**src/rtl/debounce_pkg.sv**
```systemverilog
// Shared types and defaults for the push-button conditioning chain.
// The long-press feature is enabled by defining LONGPRESS_EN.
package debounce_pkg;

  typedef enum logic [1:0] {
    REL = 2'd0,
    PRS = 2'd1,
    LNG = 2'd2
  } state_e;

  localparam int DEF_SAMPLE_DIV = 100000;
  localparam int DEF_FILTER_LEN = 4;
  localparam int DEF_LONG_TICKS = 1000;

  // Counter width that never collapses to zero bits for tiny ranges.
  function automatic int cnt_width(input int n);
    return (n <= 1) ? 1 : $clog2(n);
  endfunction

endpackage

```
**src/rtl/sample_tick_gen.sv**
```systemverilog
// Free-running divider producing a one-clk tick every SAMPLE_DIV cycles.
// Shared by every button/keypad filter that needs a slow sample strobe.
module sample_tick_gen
  import debounce_pkg::*;
#(
  parameter int SAMPLE_DIV = DEF_SAMPLE_DIV
) (
  input  logic clk,
  input  logic rst_n,
  output logic tick
);

  localparam int                CNT_W = cnt_width(SAMPLE_DIV);
  localparam logic [CNT_W-1:0]  LAST  = CNT_W'(SAMPLE_DIV - 1);

  logic [CNT_W-1:0] cnt_q, cnt_d;

  always_comb begin
    tick  = (cnt_q == LAST);
    cnt_d = tick ? '0 : cnt_q + CNT_W'(1);
  end

  always_ff @(posedge clk or negedge rst_n) begin
    if (!rst_n) begin
      cnt_q <= '0;
    end else begin
      cnt_q <= cnt_d;
    end
  end

endmodule

```
**src/rtl/debounce_onepulse.sv**
```systemverilog
// Button conditioner: 2-flop synchroniser, sampled shift-register filter, one-pulse FSM.
// Define LONGPRESS_EN to build the hold counter, LNG state and long_pulse output.
module debounce_onepulse
  import debounce_pkg::*;
#(
  parameter int SAMPLE_DIV = DEF_SAMPLE_DIV,
  parameter int FILTER_LEN = DEF_FILTER_LEN,
  parameter int LONG_TICKS = DEF_LONG_TICKS
) (
  input  logic clk,
  input  logic rst_n,
  input  logic pb_in,
  output logic pb_debounced,
  output logic pb_pulse,
  output logic long_pulse
);

  if (SAMPLE_DIV < 2 || FILTER_LEN < 2 || LONG_TICKS < 1) begin : g_param_check
    $error("debounce_onepulse: parameter out of range");
  end

  logic                  tick;
  logic                  s0_q, s0_d, s1_q, s1_d;
  logic [FILTER_LEN-1:0] shreg_q, shreg_d;
  logic                  deb_q, deb_d;
  logic                  pulse_q, pulse_d;
  logic                  rise, fall;
  state_e                state_q, state_d;

  sample_tick_gen #(
    .SAMPLE_DIV (SAMPLE_DIV)
  ) u_tick (
    .clk   (clk),
    .rst_n (rst_n),
    .tick  (tick)
  );

  // Level only flips on a unanimous window; mixed windows hold the previous level.
  always_comb begin
    s0_d    = pb_in;
    s1_d    = s0_q;
    shreg_d = shreg_q;
    deb_d   = deb_q;
    if (tick) begin
      shreg_d = {shreg_q[FILTER_LEN-2:0], s1_q};
      if (&shreg_d) begin
        deb_d = 1'b1;
      end else if (~|shreg_d) begin
        deb_d = 1'b0;
      end
    end
    rise = deb_d & ~deb_q;
    fall = deb_q & ~deb_d;
  end

`ifdef LONGPRESS_EN
  localparam int               HOLD_W    = cnt_width(LONG_TICKS + 1);
  localparam logic [HOLD_W-1:0] HOLD_LAST = HOLD_W'(LONG_TICKS - 1);
  localparam logic [HOLD_W-1:0] HOLD_MAX  = HOLD_W'(LONG_TICKS);

  logic [HOLD_W-1:0] hold_q, hold_d;
  logic              long_q, long_d;
`endif

  // A release on the qualifying tick is checked first so it suppresses long_pulse.
  always_comb begin
    state_d = state_q;
    pulse_d = 1'b0;
`ifdef LONGPRESS_EN
    long_d  = 1'b0;
`endif
    case (state_q)
      REL: begin
        if (rise) begin
          state_d = PRS;
          pulse_d = 1'b1;
        end
      end
      PRS: begin
        if (fall) begin
          state_d = REL;
`ifdef LONGPRESS_EN
        end else if (tick && hold_q == HOLD_LAST) begin
          state_d = LNG;
          long_d  = 1'b1;
`endif
        end
      end
      LNG: begin
        if (fall) begin
          state_d = REL;
        end
      end
      default: state_d = REL;
    endcase
`ifdef LONGPRESS_EN
    hold_d = hold_q;
    if (state_q == REL || state_d == REL) begin
      hold_d = '0;
    end else if (tick && hold_q != HOLD_MAX) begin
      hold_d = hold_q + HOLD_W'(1);
    end
`endif
  end

  always_ff @(posedge clk or negedge rst_n) begin
    if (!rst_n) begin
      s0_q    <= 1'b0;
      s1_q    <= 1'b0;
      shreg_q <= '0;
      deb_q   <= 1'b0;
      pulse_q <= 1'b0;
      state_q <= REL;
    end else begin
      s0_q    <= s0_d;
      s1_q    <= s1_d;
      shreg_q <= shreg_d;
      deb_q   <= deb_d;
      pulse_q <= pulse_d;
      state_q <= state_d;
    end
  end

`ifdef LONGPRESS_EN
  always_ff @(posedge clk or negedge rst_n) begin
    if (!rst_n) begin
      hold_q <= '0;
      long_q <= 1'b0;
    end else begin
      hold_q <= hold_d;
      long_q <= long_d;
    end
  end

  assign long_pulse = long_q;
`else
  assign long_pulse = 1'b0;
`endif

  assign pb_debounced = deb_q;
  assign pb_pulse     = pulse_q;

endmodule

```
**config.mk**
```make
export PLATFORM = sky130hd
export DESIGN_NAME = debounce_onepulse
export DESIGN_NICKNAME = d
export VERILOG_FILES = /design/src/rtl/debounce_pkg.sv /design/src/rtl/sample_tick_gen.sv /design/src/rtl/debounce_onepulse.sv
export SDC_FILE = /design/constraint.sdc
export NUM_CORES = 1
export LEC_CHECK = 0
export ABC_AREA = 1
export CAP_MARGIN = 10
export CELL_PAD_IN_SITES_DETAIL_PLACEMENT = 1
export CELL_PAD_IN_SITES_GLOBAL_PLACEMENT = 1
export CORE_ASPECT_RATIO = 0.75
export CORE_MARGIN = 1.5
export CORE_UTILIZATION = 43
export DETAILED_ROUTE_END_ITERATION = 7
export HOLD_SLACK_MARGIN = 0.05
export PLACE_DENSITY = 0.86
export SLEW_MARGIN = 20
export SYNTH_ARGS = -nofsm -noshare
export SYNTH_HDL_FRONTEND = slang
export SYNTH_HIERARCHICAL = 1
export SYNTH_SLANG_ARGS = --single-unit
```
**constraint.sdc**
```tcl
create_clock -name clk -period 1.93 [get_ports clk]
set_clock_uncertainty 0.05 [all_clocks]
set_input_delay 0.193 -clock clk [delete_from_list [all_inputs] [get_ports clk]]
set_output_delay 0.193 -clock clk [all_outputs]
set_load 0.01 [all_outputs]
```
==> results.cfg, run 1 <==
[status]
status = complete, no violations

[worst_setup_path]
crit_buf_inv = 3
crit_arrival_ps = 1820
path_depth = 12
worstSetupPathType = reg -> reg
critPathTopFamily = simple AND/OR/NAND/NOR gates
rr_worst_depth = 12
cp_max_fo = 8
critPathCapture = pb_debounced
cp_common_cell = nand2_1
end_kind = flop
worstReg2RegStart = u_tick/cnt_q[1]
rrSetupSlack_ps = 220
cp_slowest_cell = dfrtp_1
rr_endpoint = pb_debounced
worstSetupStartpointType = flop
slowest_delay_ps = 390
crit_chain = ha_2 -> nand2_2 -> inv_1 -> nand2_1 -> nor2_1 -> nand2_2 -> inv_4 -> inv_2 -> nor2_2 -> nand3_1 -> nand2_1 -> nand2_1
cp.required_ps = 2040
timing.critical_path.from = u_tick/cnt_q[1]

[grt]
grt_max_degree = 26
grt_pass1_wl_microns = 5240
grt_use_total = 0.210
antenna_found_initial = 0
gr-total-overflow = 0
grt_pass1_vias = 1170

[clock_network]
cts_hold_buf = 0
clkTransAtPathRegs_ps = 90
clock_path_buffers = 2
cts-htree-levels = 1
clock_latency_ps = 260
cts_tree = yes
cts_root_buf = clkbuf_8
clock_sinks = 25
cts_buffers = 3

[timing]
rsz0062_at_grt = false
fin_setup_tns_ps = 0
fmax_mhz = 585
period_share = 0.885
setup_viol = 0
finalMaxSlewViolations = 0
period_minus_slack_ps = 1710
final-hold-violation-count = 0

[routing]
wl_per_cell_microns = 14.0
vias = 1094
drt_first_pass_iters = 4
drc_errors = 0
finalWirelength_microns = 3100
first_iter_violations = 33
ant_nets = 0
avgViaCountPerCell = 4.93

[floorplan]
die_area_sq_mm = 0.00338
die_y_microns = 50.7
io_pins = 6
core_area_sq_mm = 0.00291
num_rows = 17
die_x_microns = 66.6
initial_utilization = 0.448

[place]
dpl-instance-area_sq_mm = 0.00139
dpl.hpwl_microns = 2430
place.port_buffers = 4
gp_congestion = 0.800

[yosys]
synth-edff-count = 0
ys_async_sr_fraction = 1.00
synth_seq_cells = 25
synth_seq_area_share = 0.479
synth_most_common_cell = nand2_1
yosys-top-cells-count = nand2_1 (45), nor2_1 (29), inv_1 (28)
ys_warn_count = 6
ys_top_cells_by_area = dfrtp_1 (48%), nand2_1 (13%), nor2_1 (8.3%)
ys_types = 20
syn_nets = 178
post-synth-top-area-cell = dfrtp_1
synthFlopType = dfrtp_1
syn-instance-count = 174
syn_avg_cell_area_sq_um = 7.50
synthDominantCellAreaShare = 0.479
syn_area_sq_mm = 0.00131

[final_layout]
areaGrowthSynthToFinish_pct = 11.8
fin_area_sq_mm = 0.00146
nets = 189
drive_gt1_frac = 0.152
diodes = 0

[worst_hold_path]
hold_class = in -> async

[power_and_ir_drop]
p_leak_nw = 0.800
irDropWorstVdd_mv = 0.439
p_per_area_mw_per_mm2 = 582

[flow_run]
cap_violations = 0
## state kept, by name, indices dropped and copies added, names as in the netlist
register,cells
u_tick/cnt_q,17
shreg_q,3
pb_debounced,1
pb_pulse,1
s0_q,1
s1_q,1
state_q,1
## area by class of cell
cell class	count	area [sq um]
repair buffers	7	62.6
inverters	32	123
flip-flops and latches	25	626
fillers	383	1460
well taps	38	47.5
clock inverters	1	5.00
multi-input cells	116	554
clock buffers	3	41.3
## where the power goes
part,total (W),leakage [nW],internal (W),switching (W)
registers,0.000526,0.330,0.000525,0.00000105
logic,0.0000170,0.444,0.00000507,0.0000119
clock network,0.000305,0.0255,0.000144,0.000161
## layout by cell type, fill, tap and decap left out, drive strengths merged
cell type,count
a21oi,3
buf,3
clkbuf,3
clkdlybuf4s50,4
clkinv,1
conb,1
dfrtp,25
ha,1
inv,32
nand2,50
nand3,11
nand4,3
nor2,37
nor3,1
o21ai,2
o21bai,2
xnor2,1
xor2,4
## layer usage
metal,global-route usage,wire length (microns),vias up
met5,0,0,-
met4,0.0238,0,0
met3,0.0583,108,0
met2,0.368,1570,12
met1,0.265,1430,543
li1,-,-,539
## worst min-delay path by stage
stage	from	end	slack, ps
2_1_floorplan	rst_n	pb_debounced	-150
3_3_place_gp	s0_q	s1_q	280
3_5_place_dp	s0_q	s1_q	290
4_1_cts	rst_n	u_tick/cnt_q[13]	240
5_1_grt	rst_n	u_tick/cnt_q[5]	250
6_report	rst_n	u_tick/cnt_q[13]	230
## cells by family (layout without fill, tap and decap cells)
family                   count (synthesis)  in the layout  share of synthesized area
AND/OR/NAND/NOR                        102            102                      0.343
buffers and inverters                   33             43                     0.0978
flip-flops                              25             25                      0.479
AO/OA/AOI/OAI                            7              7                     0.0335
XOR/XNOR                                 5              5                     0.0336
adder cells (fa/ha/maj)                  1              1                    0.00959
other                                    1              1                    0.00287
## metrics by stage
step,hold slack [ps],power (W),worst slack (ps),std cells,util
2_1_floorplan,-153,0.000540,375,174,-
3_3_place_gp,284,0.000554,286,216,0.478
3_5_place_dp,286,0.000555,144,216,0.478
4_1_cts,240,0.000866,118,220,0.494
5_1_grt,247,0.000879,11.4,222,0.501
6_report,229,0.000848,221,222,0.501
## what timing repair did
item                       CTS  global route
setup endpoints to repair    0             3
gates resized for setup      0             2
buffers inserted             0             2
(Power assumes the default switching activity.)
==> inputs of run 2 (changes only) <==
- CTS_CLUSTER_SIZE: default -> 24
==> results of run 2 <==
Same layout as run 1: the final DEF is identical, and so are final timing and power.
